File: config.mk
export PLATFORM = sky130hd
export DESIGN_NAME = cond_flag_unit_flat
export DESIGN_NICKNAME = d
export VERILOG_FILES = /design/src/rtl/cond_flag_if.sv /design/src/rtl/cond_flag_unit.sv /design/src/flat_wrapper.sv
export SDC_FILE = /design/constraint.sdc
export NUM_CORES = 1
export LEC_CHECK = 0
export CORE_MARGIN = 3
export CORE_UTILIZATION = 30
export DETAILED_ROUTE_END_ITERATION = 7
export PLACE_DENSITY = 0.91
export SLEW_MARGIN = 40
export SYNTH_ARGS = -nofsm -noshare
export SYNTH_HDL_FRONTEND = slang
export SYNTH_SLANG_ARGS = --single-unit
File: constraint.sdc
create_clock -name clk -period 1.9 [get_ports clk]
set_input_delay 0.57 -clock clk [delete_from_list [all_inputs] [get_ports clk]]
set_output_delay 0.57 -clock clk [all_outputs]
set_load 0.01 [all_outputs]
File: src/rtl/cond_flag_if.sv
// cond_flag_if: groups the handshake and bus signals of cond_flag_unit.
//   Result channel : res_valid/res_ready, result, carry_in, overflow_in
//   Query channel  : cond_valid/cond_ready, cond_code
//   Answer channel : take_valid/take_ready, take
//   Status         : flags {N,Z,C,V}
// The master modport is the ALU/branch side; the slave modport is the flag unit.
interface cond_flag_if #(
  parameter int WIDTH = 32
);
  logic             res_valid;
  logic             res_ready;
  logic [WIDTH-1:0] result;
  logic             carry_in;
  logic             overflow_in;
  logic             cond_valid;
  logic             cond_ready;
  logic [3:0]       cond_code;
  logic             take_valid;
  logic             take_ready;
  logic             take;
  logic [3:0]       flags;

  modport master (
    output res_valid, result, carry_in, overflow_in,
    output cond_valid, cond_code, take_ready,
    input  res_ready, cond_ready, take_valid, take, flags
  );

  modport slave (
    input  res_valid, result, carry_in, overflow_in,
    input  cond_valid, cond_code, take_ready,
    output res_ready, cond_ready, take_valid, take, flags
  );
endinterface

File: src/rtl/cond_flag_unit.sv
// cond_flag_unit: consumer of ALU results. Derives N/Z/C/V from each accepted
// result, keeps them in an architectural flag register, and answers
// condition-code queries through a one-deep pipeline register with
// output backpressure.
//
// Ports:
//   clk     - system clock, rising edge
//   reset_n - asynchronous active-low reset
//   bus     - cond_flag_if.slave (result, query and answer channels, flags)
//
// Optional build macro: FLAG_FORWARD_EN. When defined, a query transferring
// in the same cycle as a result is evaluated against the flags derived from
// that result instead of the registered flags.
//
// state | meaning
// IDLE  | no evaluation pending, take_valid low
// HOLD  | evaluation registered, take/take_valid held until take_ready
module cond_flag_unit #(
  parameter int WIDTH = 32
) (
  input  logic        clk,
  input  logic        reset_n,
  cond_flag_if.slave  bus
);

  typedef enum logic {IDLE = 1'b0, HOLD = 1'b1} state_t;

  state_t     state_q, state_d;
  logic [3:0] flags_q, flags_d;
  logic       take_q, take_d;

  logic       res_fire;
  logic       cond_fire;
  logic       take_valid;
  logic [3:0] new_flags;
  logic [3:0] eval_flags;

  function automatic logic eval_cond(input logic [3:0] code, input logic [3:0] f);
    logic n, z, c, v;
    logic r;
    {n, z, c, v} = f;
    case (code)
      4'h0:    r = z;
      4'h1:    r = !z;
      4'h2:    r = c;
      4'h3:    r = !c;
      4'h4:    r = n;
      4'h5:    r = !n;
      4'h6:    r = v;
      4'h7:    r = !v;
      4'h8:    r = c & !z;
      4'h9:    r = !c | z;
      4'hA:    r = (n == v);
      4'hB:    r = (n != v);
      4'hC:    r = !z & (n == v);
      4'hD:    r = z | (n != v);
      4'hE:    r = 1'b1;
      default: r = 1'b0;
    endcase
    return r;
  endfunction

  assign take_valid = (state_q == HOLD);

  // Ready signals are forced low while reset is held, hence gated by reset_n.
  assign bus.res_ready  = reset_n;
  assign bus.cond_ready = reset_n & (!take_valid | bus.take_ready);

  assign res_fire  = bus.res_valid & bus.res_ready;
  assign cond_fire = bus.cond_valid & bus.cond_ready;

  assign new_flags = {bus.result[WIDTH-1], ~|bus.result, bus.carry_in, bus.overflow_in};

`ifdef FLAG_FORWARD_EN
  assign eval_flags = res_fire ? new_flags : flags_q;
`else
  assign eval_flags = flags_q;
`endif

  always_comb begin
    state_d = state_q;
    take_d  = take_q;
    flags_d = flags_q;

    if (res_fire) begin
      flags_d = new_flags;
    end

    // A held answer is only replaced by a new query, which can only transfer
    // once the current answer is being consumed (cond_ready).
    if (cond_fire) begin
      take_d = eval_cond(bus.cond_code, eval_flags);
    end

    case (state_q)
      IDLE: begin
        if (cond_fire) state_d = HOLD;
      end
      HOLD: begin
        if (bus.take_ready && !cond_fire) state_d = IDLE;
      end
      default: state_d = IDLE;
    endcase
  end

  always_ff @(posedge clk or negedge reset_n) begin
    if (!reset_n) begin
      state_q <= IDLE;
      flags_q <= 4'b0000;
      take_q  <= 1'b0;
    end else begin
      state_q <= state_d;
      flags_q <= flags_d;
      take_q  <= take_d;
    end
  end

  assign bus.take_valid = take_valid;
  assign bus.take       = take_q;
  assign bus.flags      = flags_q;

endmodule

File: src/flat_wrapper.sv
// flat-port wrapper written by rule: the top's interface ports become plain ports
module cond_flag_unit_flat 
#(
  parameter int WIDTH = 32
)
  (clk, reset_n, bus_res_valid, bus_result, bus_carry_in, bus_overflow_in, bus_cond_valid, bus_cond_code, bus_take_ready, bus_res_ready, bus_cond_ready, bus_take_valid, bus_take, bus_flags);
  cond_flag_if #(.WIDTH(WIDTH)) bus_i ();
  input  logic clk;
  input  logic reset_n;
  input wire logic [$bits(bus_i.res_valid)-1:0] bus_res_valid;
  input wire logic [$bits(bus_i.result)-1:0] bus_result;
  input wire logic [$bits(bus_i.carry_in)-1:0] bus_carry_in;
  input wire logic [$bits(bus_i.overflow_in)-1:0] bus_overflow_in;
  input wire logic [$bits(bus_i.cond_valid)-1:0] bus_cond_valid;
  input wire logic [$bits(bus_i.cond_code)-1:0] bus_cond_code;
  input wire logic [$bits(bus_i.take_ready)-1:0] bus_take_ready;
  output wire logic [$bits(bus_i.res_ready)-1:0] bus_res_ready;
  output wire logic [$bits(bus_i.cond_ready)-1:0] bus_cond_ready;
  output wire logic [$bits(bus_i.take_valid)-1:0] bus_take_valid;
  output wire logic [$bits(bus_i.take)-1:0] bus_take;
  output wire logic [$bits(bus_i.flags)-1:0] bus_flags;
  assign bus_i.res_valid = bus_res_valid;
  assign bus_i.result = bus_result;
  assign bus_i.carry_in = bus_carry_in;
  assign bus_i.overflow_in = bus_overflow_in;
  assign bus_i.cond_valid = bus_cond_valid;
  assign bus_i.cond_code = bus_cond_code;
  assign bus_i.take_ready = bus_take_ready;
  assign bus_res_ready = bus_i.res_ready;
  assign bus_cond_ready = bus_i.cond_ready;
  assign bus_take_valid = bus_i.take_valid;
  assign bus_take = bus_i.take;
  assign bus_flags = bus_i.flags;
  cond_flag_unit #(.WIDTH(WIDTH)) u_core (.clk(clk), .reset_n(reset_n), .bus(bus_i));
endmodule
Yosys cells after proc, flatten, opt, wreduce, memory -nomap -nowiden
Index checks and enable logic that the tools add are counted.

storage, ports and cells
  flip-flop bits (word level) = 6
  input bits = 43
  output and inout port bits = 8
  word-level logic and storage cells = 42

operators by class
  equal/unequal tests = 16
  multiplexer cells = 4
  bitwise gates (word level) = 9
  reduce and logical (&&, ||, !) cells = 10

operators with widths
  kind                  number
  $reduce_or A32 Y1     1
  $eq A4 B4 Y1 const B  7
  $eq A4 B3 Y1 const B  4
  $pmux W1 S15          1
  $eq A4 B2 Y1 const B  2
  $logic_not A1 Y1      7
  $and A1 B1 Y1         5
  $eq A4 B1 Y1 const B  1
  $logic_not A4 Y1      1
  $or A1 B1 Y1          3
  $mux W1               2
  $pmux W1 S2           1
  $eq A1 B1 Y1          1
  $logic_and A1 B1 Y1   1
  $ne A1 B1 Y1          1
  $not A1 Y1            1

Depth between registers and ports, before layout
  word-level depth = 8
  gate-level depth with buffers = 6
  depth with buffers taken out = 5

Worst setup path before layout
OpenSTA, ideal clock, no wires.

  kind = input port to flip-flop
  start = in bus_cond_code[2]
  end = reg u_core.take_q, in the netlist u_core.bus.take
  library setup time = 0.142 ns
  arrival time = 1.413 ns
  required time = 1.758 ns
  path slack = 0.346 ns
  stages on the path = 6
  buffers on the path = 1
  cell sequence = buf_6 -> mux2i_1 -> or3_1 -> a21oi_1 -> a2111oi_1 -> a31oi_1

between the ends
  word-level cells in the longest chain between the ends = 2
  elaborated cells between the ends (all ways) = 16
  classes of those cells = 14 x eq/ne; 1 x mux; 1 x reduce/logical

ends and longest elaborated chain
  what                                  line                   source
  start: declaration                    flat_wrapper.sv:15     input wire logic [$bits(bus_i.cond_code)-1:0] bus_cond_code;
  $eq A4 B4 Y1 (tied with other cells)  cond_flag_unit.sv:42   case (code)
  $pmux W1 S15 *                        cond_flag_unit.sv:42
  end signal: assignment                cond_flag_unit.sv:114  take_q <= take_d;
  end: declaration                      cond_flag_unit.sv:30   logic take_q, take_d;

Mark *: on every way between the ends. The rest lies on a longest branch, timed or not.
A chain may end at the register's enable or synchronous reset.

Final worst setup path
  start = reg u_core.flags_q[2], in the netlist u_core.bus.flags[2]
  end = out bus_flags[2]

RTL lines
  what                      line                   source
  start: declaration        cond_flag_unit.sv:29   logic [3:0] flags_q, flags_d;
  start signal: assignment  cond_flag_unit.sv:113  flags_q <= flags_d;
  end: declaration          flat_wrapper.sv:21     output wire logic [$bits(bus_i.flags)-1:0] bus_flags;

No word-level cell between the ends.

==> impl_metrics.env <==
export IMPL_synth_cell_area_um2=498
export IMPL_r2r_start="u_core.bus.flags[3]$_DFFE_PN0P_"
export IMPL_hold_viol=0
export IMPL_powerDensity_nw_per_um2=472
export IMPL_cts_hold_buf=0
export IMPL_setup_ws_ps=70.8
export IMPL_cts_sinks=6
export IMPL_final_area_um2=1090
export IMPL_post_drt_wl_per_cell_um=14.1
export IMPL_cts_root_buf="clkbuf_4"
export IMPL_drv_cap=0
export IMPL_swShare=0.275
export IMPL_critPathMaxFanout=6
export IMPL_synth_area_leader_cell="dfrtp_1"
export IMPL_ant_nets=0
export IMPL_die_h_um=46.7
export IMPL_status="complete, no violations"
export IMPL_synthArstFlopShare=1.00
export IMPL_critPathMaxStageDelay_ps=580
export IMPL_synth_area_leaders="dfrtp_1, nor4_1, mux2_2"
export IMPL_end_kind="primary output"
export IMPL_reg2reg_to="u_core.bus.take$_DFFE_PN0P_"
export IMPL_path_delay_family="buffers and inverters"
export IMPL_totalWireLength_um=1830
export IMPL_num_antenna_cells=0
export IMPL_synth_top_cells_by_count="nor4_1, dfrtp_1, nand2_1"
export IMPL_cts_setup_buffers=0
export IMPL_clk_insertion_delay_late_ps=240
export IMPL_synth_cells=56
export IMPL_synth_cell_types=28
export IMPL_ys_flop_type="dfrtp_1"
export IMPL_fin_util=0.709
export IMPL_final_cells=130
export IMPL_finalNetCount=159
export IMPL_start_util=0.323
export IMPL_cts_clk_slew_worst_paths_ps=40
export IMPL_critPathArrivalTime_ps=1260
export IMPL_die_area_um2=2180
export IMPL_cts_tree="built"
export IMPL_syn_to_final_growth_pct=120
export IMPL_yosysTopAreaCellShare=0.302
export IMPL_maxSlewViolCount=0
export IMPL_io_pins=51
export IMPL_syn_area_per_cell_um2=8.89
export IMPL_clkPwrFrac=0.228
export IMPL_critPathKind="reg2out"
export IMPL_grt_pass1_wl_um=2910
export IMPL_slowest_stage="clkdlybuf4s50_1"
export IMPL_cp_num_buf_inv=1
export IMPL_regToRegSetupSlack_ps=500
export IMPL_setup_violations_final=0
export IMPL_first_global_vias=741
export IMPL_vdd_ir_drop_max_mv=0.542
export IMPL_synth_most_common_cell="nor4_1"
export IMPL_synth_seq_cells=6
export IMPL_io_buffer_count=50
export IMPL_fin_tns_setup_ps=0
export IMPL_overflow=0
export IMPL_crit_start="u_core.bus.flags[2]$_DFFE_PN0P_"
export IMPL_combPwrFrac=0.450
export IMPL_antenna_found_initial=0
export IMPL_cts_buffers=3
export IMPL_yosysWarnings=0
export IMPL_crit_chain="clkdlybuf4s50_1"
export IMPL_routabilityCongestion=0.741
export IMPL_core_area_um2=1540
export IMPL_power_frac_seq=0.322
export IMPL_fin_skew_ps=0.116
export IMPL_max_clock_path_buffers=2
export IMPL_die_w_um=46.7
export IMPL_crit_end="bus_flags[2]"
export IMPL_synth_fp_nets=99
export IMPL_power_leakage_nw=0.438
export IMPL_tightestPinTransition_ps=285
export IMPL_clock_fmax_mhz=547
export IMPL_setup_worst_path_start_class="flip-flop"
export IMPL_place_ws_ps=-477
export IMPL_num_rows=14
export IMPL_intPower_uw=374
export IMPL_finalHoldWorstSlack_ps=304
export IMPL_synth_edf_count=0
export IMPL_h_tree_depth=1
export IMPL_layout_min_cycle_time_ps=1830
export IMPL_grt_max_degree=9
export IMPL_viasPerCell=5.23
export IMPL_yosysSeqAreaShare=0.302
export IMPL_routed_via_count=680
export IMPL_power_uw=516
export IMPL_drc_errors=0
export IMPL_power_switching_uw=142
export IMPL_place_area_um2=1050
export IMPL_placedCellCount=127
export IMPL_drive_gt1_frac=0.193
export IMPL_grt_usage=0.188
export IMPL_required_ps=1330
export IMPL_crit_cells=1
export IMPL_dr_pass1_iters=4
export IMPL_period_share=0.963
export IMPL_reg2reg_depth=5
export IMPL_drt_iter0_drc=12
export IMPL_min_path_type="in2async"
export IMPL_max_slew_margin=0.808
what timing repair did:
action,4_1_cts,5_1_grt
gates cloned,0,0
gates resized for setup,12,2
endpoints found under the setup margin,3,3
state kept, by name, summed over array words and instances (netlist names):
name / count
u_core.bus.take_valid: 1
u_core.bus.flags: 4
u_core.bus.take: 1
worst min path at each step:
stage | slack, ps | to | cells past startpoint | start
detailed placement | 570 | u_core.bus.flags[1]$_DFFE_PN0P_ | 1 | u_core.bus.flags[1]$_DFFE_PN0P_
CTS | 590 | u_core.bus.flags[1]$_DFFE_PN0P_ | 1 | u_core.bus.flags[1]$_DFFE_PN0P_
global placement | 560 | u_core.bus.take$_DFFE_PN0P_ | 2 | u_core.bus.take$_DFFE_PN0P_
global route | 310 | u_core.bus.take$_DFFE_PN0P_ | 2 | reset_n
floorplan | 270 | u_core.bus.flags[0]$_DFFE_PN0P_ | 0 | reset_n
finish | 300 | u_core.bus.flags[2]$_DFFE_PN0P_ | 2 | reset_n
power by group through the flow:
stage	Sequential [mW]	Clock, mW	Combinational [mW]
after CTS	0.166	0.125	0.233
after floorplan	0.169	0	0.0705
after global placement	0.164	0	0.219
after global routing	0.168	0.133	0.251
after detailed placement	0.165	0	0.230
final	0.166	0.118	0.232
final cells by class:
class                           count  area [um^2]
Multi-Input combinational cell     46          328
Sequential cell                     6          151
Tap cell                           16         20.0
Fill cell                         106          448
Timing Repair Buffer               59          572
Clock buffer                        3         22.5
logic make-up after synthesis:
group / share of synthesized area
compound gates: 0.136
flops: 0.301
xor+xnor: 0.0528
mux: 0.108
simple gates: 0.332
buf+inv: 0.0703
layout by cell type, fill, tap and decap left out, types with 3 or more instances in the layout:
| cell | n |
|---|---|
| nand3_1 | 3 |
| clkdlybuf4s50_1 | 46 |
| dfrtp_1 | 5 |
| a21oi_1 | 3 |
| nor3_1 | 3 |
| mux2_2 | 3 |
| clkbuf_4 | 3 |
| buf_4 | 9 |
| nand2_1 | 4 |
| nor4_1 | 8 |
metal layers:
layer  global-route usage  share of wire  up-vias
li1                     -              -      335
met1                0.199           0.35      312
met2                0.338           0.57       31
met3               0.0920          0.075        2
met4               0.0442         0.0071        0
met5                    0              0        -
Note: power is estimated with default switching activity, not from simulation.
